[src/rtl/excp_commit_ctrl_pkg.sv]
// Shared definitions for the exception commit sequencer: exception codes,
// FSM state encoding, the zero constant and the BadVAddr qualifier.
package excp_commit_ctrl_pkg;

    localparam logic [4:0] EXC_INT  = 5'h00;
    localparam logic [4:0] EXC_MOD  = 5'h01;
    localparam logic [4:0] EXC_TLBL = 5'h02;
    localparam logic [4:0] EXC_TLBS = 5'h03;
    localparam logic [4:0] EXC_ADEL = 5'h04;
    localparam logic [4:0] EXC_ADES = 5'h05;
    localparam logic [4:0] EXC_SYS  = 5'h08;
    localparam logic [4:0] EXC_BP   = 5'h09;
    localparam logic [4:0] EXC_RI   = 5'h0a;
    localparam logic [4:0] EXC_OV   = 5'h0c;
    localparam logic [4:0] EXC_ERET = 5'h0e;

    localparam logic [31:0] ZERO32 = 32'h0000_0000;

    typedef enum logic [2:0] {
        ST_IDLE     = 3'd0,
        ST_DRAIN    = 3'd1,
        ST_COMMIT   = 3'd2,
        ST_FLUSH    = 3'd3,
        ST_REDIRECT = 3'd4
    } state_t;

    // Address-related exceptions are the only ones that report a faulting address.
    function automatic logic is_addr_exc(input logic [4:0] code);
        return (code == EXC_MOD)  || (code == EXC_TLBL) || (code == EXC_TLBS) ||
               (code == EXC_ADEL) || (code == EXC_ADES);
    endfunction

endpackage

[src/rtl/excp_commit_ctrl_if.sv]
// Bundle between the exception-detect/pipe side (master) and the commit
// sequencer (slave): exception capture, bus drain, CP0 commit and redirect.
interface excp_commit_ctrl_if;
    import excp_commit_ctrl_pkg::*;

    logic        excp_valid_i;
    logic [4:0]  excp_code_i;
    logic [31:0] excp_pc_i;
    logic [31:0] inst_addr_i;
    logic        in_delay_slot_i;
    logic [31:0] bad_vaddr_i;
    logic        mem_busy_i;
    logic        redirect_ready_i;

    logic        stall_o;
    logic        flush_o;
    logic        cp0_we_o;
    logic [31:0] epc_o;
    logic [4:0]  exc_code_o;
    logic        bd_o;
    logic        badvaddr_we_o;
    logic [31:0] badvaddr_o;
    logic        exl_set_o;
    logic        exl_clr_o;
    logic        redirect_valid_o;
    logic [31:0] redirect_pc_o;
    logic        busy_o;

    modport master (
        output excp_valid_i, excp_code_i, excp_pc_i, inst_addr_i, in_delay_slot_i,
               bad_vaddr_i, mem_busy_i, redirect_ready_i,
        input  stall_o, flush_o, cp0_we_o, epc_o, exc_code_o, bd_o, badvaddr_we_o,
               badvaddr_o, exl_set_o, exl_clr_o, redirect_valid_o, redirect_pc_o, busy_o
    );

    modport slave (
        input  excp_valid_i, excp_code_i, excp_pc_i, inst_addr_i, in_delay_slot_i,
               bad_vaddr_i, mem_busy_i, redirect_ready_i,
        output stall_o, flush_o, cp0_we_o, epc_o, exc_code_o, bd_o, badvaddr_we_o,
               badvaddr_o, exl_set_o, exl_clr_o, redirect_valid_o, redirect_pc_o, busy_o
    );

endinterface

[src/rtl/excp_commit_ctrl_cp0_fmt.sv]
// Combinational formatter: turns the latched exception fields into the
// CP0 write values and per-register enables.
module excp_cp0_fmt
    import excp_commit_ctrl_pkg::*;
(
    input  logic [4:0]  code,
    input  logic [31:0] inst_addr,
    input  logic        in_delay_slot,
    output logic [31:0] epc,
    output logic        bd,
    output logic        badvaddr_we,
    output logic        exl_set,
    output logic        exl_clr
);
    logic is_eret;

    assign is_eret     = (code == EXC_ERET);
    // A delay-slot fault restarts at the branch, one word earlier (wraps mod 2^32).
    assign epc         = in_delay_slot ? (inst_addr - 32'd4) : inst_addr;
    assign bd          = in_delay_slot;
    assign badvaddr_we = is_addr_exc(code);
    assign exl_set     = !is_eret;
    assign exl_clr     = is_eret;

endmodule

[src/rtl/excp_commit_ctrl.sv]
// Exception commit sequencer: capture -> drain data bus -> CP0 commit ->
// flush -> redirect fetch.
// Optional feature macro: EXCP_DRAIN_TIMEOUT_EN bounds the drain wait and
// adds the sticky drain_timeout_o output.
//
// state    | meaning
// IDLE     | waiting for a taken exception
// DRAIN    | exception latched, waiting for the data bus to go idle
// COMMIT   | single cycle of CP0 write strobes
// FLUSH    | flush_o held for FLUSH_CYCLES cycles
// REDIRECT | redirect_valid_o held until fetch accepts
module excp_commit_ctrl
    import excp_commit_ctrl_pkg::*;
#(
    parameter int FLUSH_CYCLES = 2
`ifdef EXCP_DRAIN_TIMEOUT_EN
    ,
    parameter int DRAIN_TIMEOUT = 255
`endif
) (
    input  logic clk,
    input  logic rst,
`ifdef EXCP_DRAIN_TIMEOUT_EN
    output logic drain_timeout_o,
`endif
    excp_commit_ctrl_if.slave bus
);
    localparam int            FW         = $clog2(FLUSH_CYCLES + 1);
    localparam logic [FW-1:0] FLUSH_LOAD = FW'(FLUSH_CYCLES);
    localparam logic [FW-1:0] FLUSH_LAST = FW'(1);

    state_t        state;
    logic [FW-1:0] flush_cnt;

    logic [4:0]    lat_code;
    logic [31:0]   lat_vec;
    logic [31:0]   lat_inst;
    logic [31:0]   lat_bad;
    logic          lat_bd;

    logic [31:0]   fmt_epc;
    logic          fmt_bd;
    logic          fmt_bwe;
    logic          fmt_set;
    logic          fmt_clr;

    logic          flush_q;
    logic          cp0_we_q;
    logic          bwe_q;
    logic          set_q;
    logic          clr_q;
    logic          rv_q;
    logic          bd_q;
    logic [4:0]    code_q;
    logic [31:0]   epc_q;
    logic [31:0]   bad_q;
    logic [31:0]   rpc_q;

    logic          drain_go;

`ifdef EXCP_DRAIN_TIMEOUT_EN
    localparam int            DW         = $clog2(DRAIN_TIMEOUT + 1);
    localparam logic [DW-1:0] DRAIN_LOAD = DW'(DRAIN_TIMEOUT);

    logic [DW-1:0] drain_cnt;
    logic          drain_expired;
    logic          timeout_q;

    // Down-counter is loaded on DRAIN entry; terminal count is its last DRAIN cycle.
    assign drain_expired   = (drain_cnt == DW'(1));
    assign drain_go        = !bus.mem_busy_i || drain_expired;
    assign drain_timeout_o = timeout_q;
`else
    assign drain_go = !bus.mem_busy_i;
`endif

    excp_cp0_fmt u_fmt (
        .code          (lat_code),
        .inst_addr     (lat_inst),
        .in_delay_slot (lat_bd),
        .epc           (fmt_epc),
        .bd            (fmt_bd),
        .badvaddr_we   (fmt_bwe),
        .exl_set       (fmt_set),
        .exl_clr       (fmt_clr)
    );

    // Sequencer state, latched exception fields and all registered outputs.
    always_ff @(posedge clk) begin
        if (rst) begin
            state     <= ST_IDLE;
            flush_cnt <= '0;
            lat_code  <= 5'd0;
            lat_vec   <= ZERO32;
            lat_inst  <= ZERO32;
            lat_bad   <= ZERO32;
            lat_bd    <= 1'b0;
            flush_q   <= 1'b0;
            cp0_we_q  <= 1'b0;
            bwe_q     <= 1'b0;
            set_q     <= 1'b0;
            clr_q     <= 1'b0;
            rv_q      <= 1'b0;
            bd_q      <= 1'b0;
            code_q    <= 5'd0;
            epc_q     <= ZERO32;
            bad_q     <= ZERO32;
            rpc_q     <= ZERO32;
`ifdef EXCP_DRAIN_TIMEOUT_EN
            drain_cnt <= '0;
            timeout_q <= 1'b0;
`endif
        end else begin
            cp0_we_q <= 1'b0;
            bwe_q    <= 1'b0;
            set_q    <= 1'b0;
            clr_q    <= 1'b0;
            case (state)
                ST_IDLE: begin
                    if (bus.excp_valid_i) begin
                        lat_code <= bus.excp_code_i;
                        lat_vec  <= bus.excp_pc_i;
                        lat_inst <= bus.inst_addr_i;
                        lat_bad  <= bus.bad_vaddr_i;
                        lat_bd   <= bus.in_delay_slot_i;
                        state    <= ST_DRAIN;
`ifdef EXCP_DRAIN_TIMEOUT_EN
                        drain_cnt <= DRAIN_LOAD;
`endif
                    end
                end
                ST_DRAIN: begin
                    if (drain_go) begin
                        state    <= ST_COMMIT;
                        cp0_we_q <= 1'b1;
                        bwe_q    <= fmt_bwe;
                        set_q    <= fmt_set;
                        clr_q    <= fmt_clr;
                        code_q   <= lat_code;
                        bd_q     <= fmt_bd;
                        bad_q    <= lat_bad;
                        // eret reads EPC back as its target, so EPC must survive it
                        if (!fmt_clr) begin
                            epc_q <= fmt_epc;
                        end
`ifdef EXCP_DRAIN_TIMEOUT_EN
                        if (bus.mem_busy_i) begin
                            timeout_q <= 1'b1;
                        end
`endif
                    end
`ifdef EXCP_DRAIN_TIMEOUT_EN
                    else begin
                        drain_cnt <= drain_cnt - DW'(1);
                    end
`endif
                end
                ST_COMMIT: begin
                    state     <= ST_FLUSH;
                    flush_q   <= 1'b1;
                    flush_cnt <= FLUSH_LOAD;
                end
                ST_FLUSH: begin
                    if (flush_cnt == FLUSH_LAST) begin
                        state   <= ST_REDIRECT;
                        flush_q <= 1'b0;
                        rv_q    <= 1'b1;
                        rpc_q   <= lat_vec;
                    end else begin
                        flush_cnt <= flush_cnt - FW'(1);
                    end
                end
                ST_REDIRECT: begin
                    if (rv_q && bus.redirect_ready_i) begin
                        rv_q  <= 1'b0;
                        state <= ST_IDLE;
                    end
                end
                default: begin
                    state <= ST_IDLE;
                end
            endcase
        end
    end

    assign bus.busy_o           = (state != ST_IDLE);
    assign bus.stall_o          = bus.excp_valid_i | (state != ST_IDLE);
    assign bus.flush_o          = flush_q;
    assign bus.cp0_we_o         = cp0_we_q;
    assign bus.epc_o            = epc_q;
    assign bus.exc_code_o       = code_q;
    assign bus.bd_o             = bd_q;
    assign bus.badvaddr_we_o    = bwe_q;
    assign bus.badvaddr_o       = bad_q;
    assign bus.exl_set_o        = set_q;
    assign bus.exl_clr_o        = clr_q;
    assign bus.redirect_valid_o = rv_q;
    assign bus.redirect_pc_o    = rpc_q;

endmodule

[src/flat_wrapper.sv]
// flat-port wrapper written by rule: the top's interface ports become plain ports
module excp_commit_ctrl_flat import excp_commit_ctrl_pkg::*;
#(
    parameter int FLUSH_CYCLES = 2

)
  (clk, rst, bus_excp_valid_i, bus_excp_code_i, bus_excp_pc_i, bus_inst_addr_i, bus_in_delay_slot_i, bus_bad_vaddr_i, bus_mem_busy_i, bus_redirect_ready_i, bus_stall_o, bus_flush_o, bus_cp0_we_o, bus_epc_o, bus_exc_code_o, bus_bd_o, bus_badvaddr_we_o, bus_badvaddr_o, bus_exl_set_o, bus_exl_clr_o, bus_redirect_valid_o, bus_redirect_pc_o, bus_busy_o);
  excp_commit_ctrl_if bus_i ();
  input  logic clk;
  input  logic rst;
  input wire logic [$bits(bus_i.excp_valid_i)-1:0] bus_excp_valid_i;
  input wire logic [$bits(bus_i.excp_code_i)-1:0] bus_excp_code_i;
  input wire logic [$bits(bus_i.excp_pc_i)-1:0] bus_excp_pc_i;
  input wire logic [$bits(bus_i.inst_addr_i)-1:0] bus_inst_addr_i;
  input wire logic [$bits(bus_i.in_delay_slot_i)-1:0] bus_in_delay_slot_i;
  input wire logic [$bits(bus_i.bad_vaddr_i)-1:0] bus_bad_vaddr_i;
  input wire logic [$bits(bus_i.mem_busy_i)-1:0] bus_mem_busy_i;
  input wire logic [$bits(bus_i.redirect_ready_i)-1:0] bus_redirect_ready_i;
  output wire logic [$bits(bus_i.stall_o)-1:0] bus_stall_o;
  output wire logic [$bits(bus_i.flush_o)-1:0] bus_flush_o;
  output wire logic [$bits(bus_i.cp0_we_o)-1:0] bus_cp0_we_o;
  output wire logic [$bits(bus_i.epc_o)-1:0] bus_epc_o;
  output wire logic [$bits(bus_i.exc_code_o)-1:0] bus_exc_code_o;
  output wire logic [$bits(bus_i.bd_o)-1:0] bus_bd_o;
  output wire logic [$bits(bus_i.badvaddr_we_o)-1:0] bus_badvaddr_we_o;
  output wire logic [$bits(bus_i.badvaddr_o)-1:0] bus_badvaddr_o;
  output wire logic [$bits(bus_i.exl_set_o)-1:0] bus_exl_set_o;
  output wire logic [$bits(bus_i.exl_clr_o)-1:0] bus_exl_clr_o;
  output wire logic [$bits(bus_i.redirect_valid_o)-1:0] bus_redirect_valid_o;
  output wire logic [$bits(bus_i.redirect_pc_o)-1:0] bus_redirect_pc_o;
  output wire logic [$bits(bus_i.busy_o)-1:0] bus_busy_o;
  assign bus_i.excp_valid_i = bus_excp_valid_i;
  assign bus_i.excp_code_i = bus_excp_code_i;
  assign bus_i.excp_pc_i = bus_excp_pc_i;
  assign bus_i.inst_addr_i = bus_inst_addr_i;
  assign bus_i.in_delay_slot_i = bus_in_delay_slot_i;
  assign bus_i.bad_vaddr_i = bus_bad_vaddr_i;
  assign bus_i.mem_busy_i = bus_mem_busy_i;
  assign bus_i.redirect_ready_i = bus_redirect_ready_i;
  assign bus_stall_o = bus_i.stall_o;
  assign bus_flush_o = bus_i.flush_o;
  assign bus_cp0_we_o = bus_i.cp0_we_o;
  assign bus_epc_o = bus_i.epc_o;
  assign bus_exc_code_o = bus_i.exc_code_o;
  assign bus_bd_o = bus_i.bd_o;
  assign bus_badvaddr_we_o = bus_i.badvaddr_we_o;
  assign bus_badvaddr_o = bus_i.badvaddr_o;
  assign bus_exl_set_o = bus_i.exl_set_o;
  assign bus_exl_clr_o = bus_i.exl_clr_o;
  assign bus_redirect_valid_o = bus_i.redirect_valid_o;
  assign bus_redirect_pc_o = bus_i.redirect_pc_o;
  assign bus_busy_o = bus_i.busy_o;
  excp_commit_ctrl #(.FLUSH_CYCLES(FLUSH_CYCLES)) u_core (.clk(clk), .rst(rst), .bus(bus_i));
endmodule
[config.mk]
export PLATFORM = sky130hd
export DESIGN_NAME = excp_commit_ctrl_flat
export DESIGN_NICKNAME = d
export VERILOG_FILES = /design/src/rtl/excp_commit_ctrl_pkg.sv /design/src/rtl/excp_commit_ctrl_if.sv /design/src/rtl/excp_commit_ctrl_cp0_fmt.sv /design/src/rtl/excp_commit_ctrl.sv /design/src/flat_wrapper.sv
export SDC_FILE = /design/constraint.sdc
export NUM_CORES = 1
export LEC_CHECK = 0
export CORE_AREA = 2 2 143 110
export CTS_CLUSTER_SIZE = 30
export DETAILED_ROUTE_END_ITERATION = 12
export DIE_AREA = 0 0 145 112
export DONT_BUFFER_PORTS = 1
export PLACE_DENSITY_LB_ADDON = 0.2
export SETUP_SLACK_MARGIN = 0.2
export SYNTH_ARGS = -nofsm -noshare
export SYNTH_HDL_FRONTEND = slang
export SYNTH_SLANG_ARGS = --single-unit
[constraint.sdc]
create_clock -name clk -period 2.3 [get_ports clk]
set_input_delay 0.46 -clock clk [delete_from_list [all_inputs] [get_ports clk]]
set_output_delay 0.46 -clock clk [all_outputs]
set_load 0.03 [all_outputs]
==> metrics.md <==
| Metric | Value |
|---|---|
| Worst path cell trace | `or4_4 -> nor4b_4 -> buf_4 -> nand4b_1 -> xor2_1 -> a211oi_2` |
| Die Ht | `112 µm` |
| Power per Cell Area | `922 mW/mm²` |
| DP Wirelength | `12100 µm` |
| Comb pwr share | `0.081` |
| Core area | `0.0149 mm²` |
| Pleak | `0.00307 µW` |
| Arr. time, crit path | `2410 ps` |
| Ys async rst share | `0` |
| Vias in the first global route | `5736` |
| Worst setup EP type | `flip-flop` |
| Area after DPL | `0.00818 mm²` |
| R2R Setup Slk | `300 ps` |
| Later-pin clock latency in the skew report | `490 ps` |
| Syn_area_per_cell | `8.00 µm²` |
| Complex-gate fraction of the synthesized area | `0.149` |
| Die ar. | `0.0162 mm²` |
| # port buffers | `0` |
| Total power | `8200 µW` |
| Pin count of the biggest net entering global routing | `214` |
| Vias | `6315` |
| Syn Inst Count | `1002` |
| Initial core utilization | `0.539` |
| CP Max Fanout | `6` |
| Fillers | `1375` |
| CTS tree | `built` |
| I/O pin cnt | `217` |
| Endpoints failing setup | `0` |
| Fmax achieved | `500 MHz` |
| Final hold violation count | `0` |
| Antenna Cells | `0` |
| First-pass GRT wire length | `30100 µm` |
| Post-synth design cell area | `0.00802 mm²` |
| Adder-Cell Fraction of Synth Area | `0.00312` |
| Crit path max-delay cell type | `or4_4` |
| 1st-pass router iterations | `5` |
| Setup TNS | `0 ps` |
| Clock power share | `0.412` |
| Gr usage total | `0.223` |
| P_int | `6160 µW` |
| Grt total ovfl | `0` |
| Final Util | `0.597` |
| CP startpoint kind | `flip-flop` |
| Vias per cell | `5.31` |
| RSZ-0062 raised after global routing | `false` |
| Status | `finished clean` |
| Yosys cell types | `44` |
| Final period utilization | `0.869` |
| Final slew viol count | `0` |
| Top Metal Used | `met4` |
| Reg clk slew, reported paths | `60 ps` |
| Syn nets | `1111` |
| Clock Path Buffers | `3` |
| Non-Filler Cell Area, Final | `0.00889 mm²` |
| Iter 0 DRT Violations | `343` |
| Net Sw Frac | `0.248` |
| Number of flops mapped to enable cells by yosys | `0` |
| Seq cells post-synth | `215` |
| Antenna violations before repair | `0` |
| Skew final | `11.1 ps` |
| Nets@finish | `1079` |
| Metal-1 WL | `8820 µm` |
| Slew @ Worst Pin | `455 ps` |
| Final setup margin | `301 ps` |
| CP delay by family, top | `simple AND/OR/NAND/NOR gates` |
| DP Worst Slack | `194 ps` |
| Fin crit period | `2000 ps` |
| Sequential share of power | `0.506` |
| Critical Path RT | `2710 ps` |
| Top FF cell, synth | `dfxtp_1` |
| Simple-gate share of the synthesized area | `0.240` |
| RePlAce Congestion | `0.819` |
| Total CTS buffers | `21` |
| WL/cell | `15.8 µm` |
| Final ANT Viol Nets | `0` |
| P&R area growth vs syn | `10.9%` |
| CP Buf/Inv Count | `1` |
| Rows | `39` |
| WL met2 | `8050 µm` |
| Max-Slew Margin vs Limit | `0.697` |
| CTS HTree Levels | `1` |
| Post-Synth XOR/XNOR Area | `0.0284` |
| Slowest stage delay, CP | `600 ps` |
| Largest family of logic cells by synthesized area | `simple AND/OR/NAND/NOR gates` |
| Post-synthesis mux area share | `0.00125` |
| Seq/Total Area, Yosys | `0.537` |
| CTS root buffer | `clkbuf_16` |
| Setup Crit Path Kind | `flip-flop to flip-flop` |
| NetSw | `2030 µW` |
| Die width | `145 µm` |
| # Max-Cap Violations | `0` |
| Met3 wire length | `1570 µm` |
| Wirelength, routed | `18800 µm` |
| Hold Path Class | `primary input to flip-flop` |
| Number of remaining DRC errors | `0` |
| Layout cells sized above 1 | `0.0722` |
| CTS Sinks | `215` |
| Synth warn | `0` |
| Max VDD drop | `0.460 mV` |
-- worst register-to-register path, delay by kind of cell, from the launching register on --
kind | cells | cell delay (ps)
DFF | 1 | 360
xor gates and xnor gates | 1 | 170
AOI/OAI and AO/OA | 1 | 200
and+or+nand+nor | 3 | 1010
buffers and inverters | 1 | 180
-- cells by family (layout without fill, tap and decap cells) --
family          count (synthesis)  count (layout)
simple gates                  466             466
buf+inv                        77              59
mux                             1               1
fa+ha+maj                       2               2
xor+xnor                       26              26
flops                         215             215
compound gates                215             215
-- cell usage after synthesis (4+ instances only) --
cell type / n / area [µm²]
nand2_1: 365 / 1370
dfxtp_1: 215 / 4300
a21oi_1: 179 / 896
clkbuf_1: 63 / 236
nor2_1: 48 / 180
a211oi_1: 23 / 173
xnor2_1: 14 / 123
xor2_1: 12 / 105
nor3_1: 10 / 50.1
nand3_1: 8 / 40.0
a211oi_2: 5 / 62.6
inv_1: 5 / 18.8
nand3b_1: 4 / 30.0
-- stage by stage --
step           hold WS (ps)  std cells
3_5_place_dp            438       1150
6_report               47.5       1189
4_1_cts                25.9       1189
3_3_place_gp            433       1150
2_1_floorplan           432       1002
5_1_grt                25.3       1189
-- flip-flops by register name, indices dropped and copies added (netlist names), 2 cells and up --
name	count
u_core.lat_inst	32
u_core.flush_cnt	2
u_core.bus.exc_code_o	5
u_core.bus.redirect_pc_o	32
u_core.bus.badvaddr_o	32
u_core.bus.epc_o	32
u_core.lat_vec	32
u_core.lat_code	5
u_core.state	3
u_core.lat_bad	32
-- power groups by stage --
| stage | clock network (µW) | registers [µW] | logic, µW |
|---|---|---|---|
| 2_1_floorplan | 0 | 4180 | 564 |
| 3_3_place_gp | 0 | 4230 | 644 |
| 3_5_place_dp | 0 | 4230 | 657 |
| 4_1_cts | 3450 | 4150 | 670 |
| 5_1_grt | 3610 | 4170 | 753 |
| 6_report | 3380 | 4150 | 666 |
-- final timing paths --
kind                            depth (start not counted)                                endpoint                        startpoint
worst max-delay path                                    6       u_core.bus.epc_o[31]$_SDFFE_PP0P_  u_core.lat_inst[11]$_SDFFE_PP0P_
worst min-delay path                                    1       u_core.bus.epc_o[16]$_SDFFE_PP0P_                               rst
worst max register to register                          6       u_core.bus.epc_o[31]$_SDFFE_PP0P_  u_core.lat_inst[11]$_SDFFE_PP0P_
worst min register to register                          2  u_core.bus.badvaddr_o[28]$_SDFFE_PP0P_   u_core.lat_bad[28]$_SDFFE_PP0P_
-- metal layers --
layer  up-vias  global-route usage
met2       169               0.327
met3        29              0.0795
met4         0              0.0488
li1       3229                   -
met1      2888               0.316
met5         -                   0
-- cells in the final DEF (no fill, tap or decap), drive strengths merged, types with 5 or more instances in the layout --
| cell type | instances |
|---|---|
| inv | 6 |
| nand3 | 8 |
| nor3 | 12 |
| clkbuf | 31 |
| xnor2 | 14 |
| dfxtp | 215 |
| nand2 | 365 |
| nor2 | 48 |
| or3 | 5 |
| a21oi | 179 |
| buf | 17 |
| a211oi | 28 |
| or4 | 5 |
| xor2 | 12 |
-- layout make-up --
class | count | area, µm² | share of cell area
Clock buffer | 31 | 623 | 0.0701
Tap cell | 205 | 256 | 0.0288
Inverter | 5 | 18.8 | 0.00211
Sequential cell | 215 | 4300 | 0.484
Timing Repair Buffer | 17 | 203 | 0.0228
Multi-Input combinational cell | 710 | 3420 | 0.385
Clock inverter | 6 | 62.6 | 0.00704
-- what timing repair did --
item	CTS	global route
hold buffers	0	0
pin swaps	1	0
gates resized for setup	0	2
setup buffers	2	0
setup endpoints to repair	2	6
No activity file was read; power rests on OpenSTA's default activity.
